--- src/rtl/vga_sync_gen.sv ---
// vga_sync_gen: 640x480@60 VGA raster timing driven by a pixel-enable strobe.
// Produces registered hsync/vsync/video_on, pixel coordinates and
// line/frame start pulses, all describing the same pixel.
// Optional macro VGA_SYNC_FRAME_CNT_EN adds an 8-bit frame counter output.
module vga_sync_gen #(
    parameter int H_VISIBLE   = 640,
    parameter int H_FP        = 16,
    parameter int H_SYNC      = 96,
    parameter int H_BP        = 48,
    parameter int V_VISIBLE   = 480,
    parameter int V_FP        = 10,
    parameter int V_SYNC      = 2,
    parameter int V_BP        = 33,
    parameter int SYNC_ACTIVE = 0,
    parameter int CNT_W       = 10
) (
    input  logic             clk,
    input  logic             rst_n,
    input  logic             pix_en,
`ifdef VGA_SYNC_FRAME_CNT_EN
    output logic [7:0]       frame_cnt,
`endif
    output logic             hsync,
    output logic             vsync,
    output logic             video_on,
    output logic [CNT_W-1:0] x,
    output logic [CNT_W-1:0] y,
    output logic             line_start,
    output logic             frame_start
);

    localparam int H_TOTAL = H_VISIBLE + H_FP + H_SYNC + H_BP;
    localparam int V_TOTAL = V_VISIBLE + V_FP + V_SYNC + V_BP;

    localparam logic [CNT_W-1:0] H_LAST   = CNT_W'(H_TOTAL - 1);
    localparam logic [CNT_W-1:0] V_LAST   = CNT_W'(V_TOTAL - 1);
    localparam logic [CNT_W-1:0] H_ACT    = CNT_W'(H_VISIBLE);
    localparam logic [CNT_W-1:0] V_ACT    = CNT_W'(V_VISIBLE);
    localparam logic [CNT_W-1:0] HS_FIRST = CNT_W'(H_VISIBLE + H_FP);
    localparam logic [CNT_W-1:0] HS_LAST  = CNT_W'(H_VISIBLE + H_FP + H_SYNC - 1);
    localparam logic [CNT_W-1:0] VS_FIRST = CNT_W'(V_VISIBLE + V_FP);
    localparam logic [CNT_W-1:0] VS_LAST  = CNT_W'(V_VISIBLE + V_FP + V_SYNC - 1);
    localparam logic             SYNC_ON  = (SYNC_ACTIVE != 0);
    localparam logic             SYNC_OFF = (SYNC_ACTIVE == 0);

    logic [CNT_W-1:0] r_x, r_y;
    logic             r_hsync, r_vsync, r_video_on, r_line_start, r_frame_start;

    logic [CNT_W-1:0] w_x_nxt, w_y_nxt;
    logic             w_x_wrap, w_hs_act, w_vs_act, w_vis, w_x_zero, w_xy_zero;

    // Next coordinate and the decode of that coordinate, so the registered
    // outputs always match the registered (x,y) with zero added latency.
    always_comb begin
        w_x_wrap  = (r_x == H_LAST);
        w_x_nxt   = w_x_wrap ? '0 : r_x + CNT_W'(1);
        w_y_nxt   = r_y;
        if (w_x_wrap)
            w_y_nxt = (r_y == V_LAST) ? '0 : r_y + CNT_W'(1);
        w_hs_act  = (w_x_nxt >= HS_FIRST) && (w_x_nxt <= HS_LAST);
        w_vs_act  = (w_y_nxt >= VS_FIRST) && (w_y_nxt <= VS_LAST);
        w_vis     = (w_x_nxt < H_ACT) && (w_y_nxt < V_ACT);
        w_x_zero  = (w_x_nxt == '0);
        w_xy_zero = w_x_zero && (w_y_nxt == '0);
    end

    // Raster state; reset parks on the last pixel so the first strobe lands on (0,0).
    // Start pulses are cleared on non-strobe clocks so each is one clk wide.
    always_ff @(posedge clk or negedge rst_n) begin
        if (!rst_n) begin
            r_x           <= H_LAST;
            r_y           <= V_LAST;
            r_hsync       <= SYNC_OFF;
            r_vsync       <= SYNC_OFF;
            r_video_on    <= 1'b0;
            r_line_start  <= 1'b0;
            r_frame_start <= 1'b0;
        end else if (pix_en) begin
            r_x           <= w_x_nxt;
            r_y           <= w_y_nxt;
            r_hsync       <= w_hs_act ? SYNC_ON : SYNC_OFF;
            r_vsync       <= w_vs_act ? SYNC_ON : SYNC_OFF;
            r_video_on    <= w_vis;
            r_line_start  <= w_x_zero;
            r_frame_start <= w_xy_zero;
        end else begin
            r_line_start  <= 1'b0;
            r_frame_start <= 1'b0;
        end
    end

`ifdef VGA_SYNC_FRAME_CNT_EN
    logic [7:0] r_frame_cnt;

    // Frame tick counter; bumps on the same edge that raises frame_start.
    always_ff @(posedge clk or negedge rst_n) begin
        if (!rst_n)
            r_frame_cnt <= 8'd0;
        else if (pix_en && w_xy_zero)
            r_frame_cnt <= r_frame_cnt + 8'd1;
    end

    assign frame_cnt = r_frame_cnt;
`endif

    assign x           = r_x;
    assign y           = r_y;
    assign hsync       = r_hsync;
    assign vsync       = r_vsync;
    assign video_on    = r_video_on;
    assign line_start  = r_line_start;
    assign frame_start = r_frame_start;

endmodule

--- config.mk ---
export PLATFORM = sky130hd
export DESIGN_NAME = vga_sync_gen
export DESIGN_NICKNAME = d
export VERILOG_FILES = /design/src/rtl/vga_sync_gen.sv
export SDC_FILE = /design/constraint.sdc
export NUM_CORES = 1
export LEC_CHECK = 0
export BUFFER_PORTS_ARGS = -buffer_cell sky130_fd_sc_hd__clkbuf_2
export CELL_PAD_IN_SITES_DETAIL_PLACEMENT = 0
export CELL_PAD_IN_SITES_GLOBAL_PLACEMENT = 1
export CORE_MARGIN = 5
export CORE_UTILIZATION = 38
export DETAILED_ROUTE_END_ITERATION = 16
export GPL_ROUTABILITY_DRIVEN = 0
export GPL_TIMING_DRIVEN = 0
export HOLD_SLACK_MARGIN = 0.08
export PLACE_DENSITY = 0.83
export SYNTH_ARGS = -nofsm -noshare
export SYNTH_HDL_FRONTEND = slang
export SYNTH_SLANG_ARGS = --single-unit
--- constraint.sdc ---
create_clock -name clk -period 2.6 [get_ports clk]
set_clock_uncertainty 0.15 [all_clocks]
set_input_delay 0.13 -clock clk [delete_from_list [all_inputs] [get_ports clk]]
set_output_delay 0.13 -clock clk [all_outputs]
set_load 0.05 [all_outputs]
==> qor.txt, run 1 <==
Status - complete, no violations
CP endpoint kind - register
DR DRC count - 0
Synth Area in Adders - 3.49%
Tmin final - 2.52 ns
Antenna violations before repair - 0
Top cells by area, synth - dfrtp_1, dfstp_2, nand2_1
Nets - 253
Core area - 0.00466 mm²
Worst-path maximum fanout - 6
Die footprint - 0.00618 mm²
Synth warn - 0
Via count - 1650
M1 GR Usage - 21.7%
#FFs+latches synth - 25
DRT Pass-1 Iters - 4
Drt wl/cell - 15.4 µm
Post-synthesis xor/xnor area fraction - 5.38%
Mapped Area - 0.00179 mm²
Post-synthesis cell count - 207
Relative slew slack - 57.5%
CTS buffer count - 3
Largest family of logic cells by synthesized area - simple AND/OR/NAND/NOR gates
FF-to-FF path depth - 8
Pwr Density - 651 mW/mm²
Post-synthesis cell type count - 52
N_diodes - 0
Iter 0 DRT Violations - 131
Post-synth EDFFs - 0
I/O Buffers - 27
Total power - 1.38 mW
R2r endpoint - video_on
Most frequent cells in the layout - clkbuf_2, nand2_1, a21oi_1
Avg Inst Size Synth - 8.65 µm²
Synth Area in Compound Gates - 21.0%
CP Launch Type - register
Simple-gate share of the synthesized area - 26.2%
TritonCTS clock tree - yes
Fillers - 452
Remaining antenna violation count - 0
Hold Crit Class - input pin to asynchronous set/reset pin
P_leak - 0.869 nW
Mux cell area share after synthesis - 1.12%
Area leader, netlist - dfrtp_1
Final period utilization - 96.8%
H-Tree Depth - 1
Worst endpoint data arrival time - 2.50 ns
FP Rows - 25
CTS root buf - clkbuf_8
GR peak layer - met2
Final setup viols - 0
Commonest non-fill, non-tap cell in the layout - clkbuf_2
Final-report max-slew violation count - 0
Met2 Track Usage GR - 23.1%
Total Wirelength - 4.59 mm
Worst setup path endpoint - video_on
Worst Setup SP - x[1]
Crit-path max cell delay - 0.66 ns
Critical path class - register to register
Largest net degree at the start of global routing - 26
Area Growth Syn to Fin - 18.7%
Chip width - 78.6 µm
Total of max-cap violations - 0
WP depth - 8
DP HPWL - 3.26 mm
WP buf/inv - 1
Worst Path Required - 2.59 ns
Vias/cell - 5.54
VDD IR-drop max - 0.000268 V
Worst Tran Pin Value - 0.638 ns
Worst path slowest cell - dfstp_4
Final hold vios - 0
Synth Net Count - 215
Finished Core Util - 45.6%
Post-synthesis async set-or-reset flop share - 100%
Top-area cell type share of the netlist area - 18.2%
Clk_lat worst skew - 0.27 ns
Worst path cell trace - ha_4 -> nand4_4 -> or4_4 -> buf_4 -> or3_4 -> o21ai_2 -> a21o_1 -> a21oi_1
Total global routing overflow - 0
Vias in the first global route - 1516
Global Route met3 Usage - 1.38%
Reg2Reg Setup Slack - 0.08 ns
Starting Density - 38.4%
First-pass GRT wire length - 7.45 mm
# clock sinks - 25
Clk buf depth - 2
Primary FF master, synth - dfrtp_1
IO Pins - 28
Seq/Total Area, Yosys - 35.8%
Share of layout cells above drive strength 1 - 29.1%
Reg2reg start - x[1]
Largest delay contributor family on the critical path - simple AND/OR/NAND/NOR gates
Total GRT Usage - 14.8%
Die Ht - 78.6 µm
F_max - 0.397 GHz
Worst-path clk slew - 0.09 ns
## sequential cells by signal, summed over array words and instances (netlist names)
| signal | flops |
|---|---|
| frame_start | 1 |
| hsync | 1 |
| line_start | 1 |
| video_on | 1 |
| vsync | 1 |
| x | 10 |
| y | 10 |
## cell usage after synthesis, types with 3 or more instances
cell type and count:
xnor2_1 9, nor2_1 9, buf_6 3, o21ai_1 3, dfrtp_1 13, nor3_1 7
dfstp_2 12, o22ai_1 5, and3_1 6, nand3_1 9, a21oi_1 15, nand4_1 4
o21ai_0 5, inv_1 10, clkbuf_1 7, buf_2 4, and2_1 3, a31oi_1 7
nand2_1 25, nand2b_1 3, ha_1 5, o31ai_1 3
## power by group
group	switching (mW)	total (mW)	internal, mW
clock network	0.130	0.238	0.107
logic	0.369	0.539	0.170
registers	0.124	0.606	0.482
## per-layer routing
| layer | vias up | wire length (µm) |
|---|---|---|
| li1 | 827 | - |
| met1 | 776 | 2280 |
| met2 | 43 | 2110 |
| met3 | 4 | 160 |
| met4 | 0 | 38 |
| met5 | - | 0 |
## final cells by class
type / instances / area (µm²) / share of cell area (%)
buffer: 14 / 86.3 / 4.06
clock buffer: 3 / 41.3 / 1.94
clock inverter: 1 / 5.00 / 0.236
inverter: 10 / 37.5 / 1.77
multi-input combinational: 157 / 1050 / 49.4
sequential: 25 / 644 / 30.3
tap: 54 / 67.6 / 3.18
timing repair buffer: 34 / 193 / 9.07
## metrics by stage
step / hold WS (ns) / setup TNS, ns / instances / cell area, µm² / setup WS [ns]
2_1_floorplan: -0.316 / 0 / 207 / 1810 / 0.00267
3_3_place_gp: 0.0430 / 0 / 288 / 2010 / 0.0195
3_5_place_dp: 0.0373 / 0 / 288 / 2010 / 0.00115
4_1_cts: 0.283 / 0 / 294 / 2080 / 0.0129
5_1_grt: 0.353 / -0.00388 / 298 / 2120 / -0.00388
6_report: 0.263 / 0 / 298 / 2120 / 0.0835
## logic make-up after synthesis
logic type / Yosys count
compound gates: 57
mux: 2
fa+ha+maj: 5
flops: 25
simple gates: 82
xor+xnor: 11
buf+inv: 25
## worst min-delay path by stage
stage          start     endpoint  slack [ns]  cells after the start
6_report       rst_n         y[6]        0.26                      2
5_1_grt        rst_n         y[6]        0.35                      2
4_1_cts        rst_n         y[6]        0.28                      2
3_5_place_dp   rst_n         y[0]        0.04                      1
3_3_place_gp   rst_n         y[6]        0.04                      1
2_1_floorplan  rst_n  frame_start       -0.32                      0
## timing repair
action | in CTS | in global routing
buffers inserted | 0 | 5
setup endpoints to repair | 2 | 6
hold buffers | 2 | 0
gates resized for setup | 1 | 3
endpoints found under the hold margin | 14 | 0
pin swaps | 1 | 0
No activity file was read; power rests on OpenSTA's default activity.
==> run 2, diff against run 1 <==
==> constraint.sdc (replaced) <==
create_clock -name clk -period 2.6 [get_ports clk]
set_clock_uncertainty 0.15 [all_clocks]
set_input_delay 0.52 -clock clk [delete_from_list [all_inputs] [get_ports clk]]
set_output_delay 0.52 -clock clk [all_outputs]
set_load 0.05 [all_outputs]
==> qor.txt, run 2 (synthesized netlist as in run 1, its figures left out) <==
Reg2reg start - x[1]
# clock sinks - 25
IO Pins - 28
CP endpoint kind - register
Vias/cell - 5.58
Sw Share - 45.1%
Drt wl/cell - 15.3 µm
Nets - 251
Via count - 1651
Final-report max-slew violation count - 0
Total power - 1.38 mW
F_max - 0.398 GHz
Worst-path clk slew - 0.09 ns
Iter 0 DRT Violations - 143
Total global routing overflow - 0
Core area - 0.00466 mm²
Chip width - 78.6 µm
Setup WS pre-CTS - 0.00115 ns
Worst Tran Pin Value - 0.641 ns
Antenna violations before repair - 0
Vias in the first global route - 1505
Worst Path Required - 2.59 ns
Flop pwr share - 43.9%
Crit-path max cell delay - 0.66 ns
VDD IR-drop max - 0.000268 V
TritonCTS clock tree - yes
Switch Pwr - 0.623 mW
P_leak - 0.861 nW
Worst setup margin - 0.0854 ns
Total Wirelength - 4.54 mm
Die footprint - 0.00618 mm²
Hold Crit Class - input pin to asynchronous set/reset pin
H-Tree Depth - 1
Clk buf depth - 2
DR DRC count - 0
Dpl cells - 288
DRT Pass-1 Iters - 4
Final setup viols - 0
Worst Setup SP - x[1]
Remaining antenna violation count - 0
Worst-path maximum fanout - 6
CP Launch Type - register
Clk pwr share - 17.3%
Final period utilization - 96.7%
Starting Density - 38.4%
Final hold vios - 0
Worst endpoint data arrival time - 2.50 ns
Critical path class - register to register
Largest net degree at the start of global routing - 26
Total GRT Usage - 14.7%
CTS root buf - clkbuf_8
Pwr Density - 656 mW/mm²
First-pass GRT wire length - 7.41 mm
Hold buffer count at cts - 0
Combinational Power Share - 38.8%
Setup Total Neg Slack - 0 ns
Relative slew slack - 57.3%
Share of layout cells above drive strength 1 - 29.3%
Commonest non-fill, non-tap cell in the layout - clkbuf_2
Die Ht - 78.6 µm
Layout Cells excl Fill - 296
I/O Buffers - 27
Area Growth Syn to Fin - 17.5%
Finished Core Util - 45.2%
DP HPWL - 3.26 mm
FP Rows - 25
Tmin final - 2.51 ns
Internal - 0.758 mW
N_diodes - 0
Worst path cell trace - ha_4 -> nand4_4 -> or4_4 -> buf_4 -> or3_4 -> o21ai_2 -> a21o_1 -> a21oi_1
Clk_lat worst skew - 0.27 ns
Status - complete, no violations
CTS buffer count - 3
Worst path slowest cell - dfstp_4
Total of max-cap violations - 0
Fillers - 454
Most frequent cells in the layout - clkbuf_2, nand2_1, a21oi_1
-- run 2: path summary, 6_finish.rpt --
check	end	cells past startpoint	slack (ns)
worst max-delay path	video_on	8	0.09
worst min-delay path	y[6]	1	0.1
worst max register to register	video_on	8	0.09
worst min register to register	vsync	1	0.39
max in group asynchronous	video_on	1	1.78
min in group clk	vsync	1	0.39
-- run 2: metal layers --
metal | routed length (µm) | track usage [%] | share of wire, %
met3 | 164 | 1.38 | 3.6
met1 | 2260 | 21.7 | 50
met2 | 2070 | 22.8 | 46
met5 | 0 | 0 | 0
met4 | 38 | 4.20 | 0.84
-- run 2: what timing repair did --
item,CTS,global route
setup buffers,0,5
gates resized for setup,1,3
setup endpoints to repair,2,6
pin swaps,1,0
-- run 2: power by group through the flow --
stage	logic (mW)	registers, mW	clock network (mW)
finish	0.535	0.606	0.239
global route	0.573	0.627	0.255
global placement	0.533	0.588	0
detailed placement	0.538	0.591	0
floorplan	0.223	0.778	0
CTS	0.537	0.586	0.245
-- run 2: through the flow --
step,instance area [µm²],hold slack (ns)
final,2100,0.0977
after floorplan,1810,0.0744
after CTS,2060,0.125
after global routing,2100,0.171
after global placement,2010,0.376
after detailed placement,2010,0.373
-- run 2: cell type report --
| cell class | count | area [µm²] | area share, % |
|---|---|---|---|
| well taps | 54 | 67.6 | 3.21 |
| plain buffers | 14 | 86.3 | 4.10 |
| flip-flops and latches | 25 | 644 | 30.6 |
| inverters | 10 | 37.5 | 1.78 |
| clock buffers | 3 | 41.3 | 1.96 |
| repair buffers | 32 | 173 | 8.20 |
| clock inverters | 1 | 5.00 | 0.238 |
| multi-input cells | 157 | 1050 | 49.9 |
-- run 2: worst max-delay path, delay by kind of cell, from the launching register on --
kind                       cells  cell delay (ns)
AOI/OAI and AO/OA              3             0.26
DFF                            1             0.66
and+or+nand+nor                3             0.97
adders and majority gates      1             0.16
buffers and inverters          1             0.18
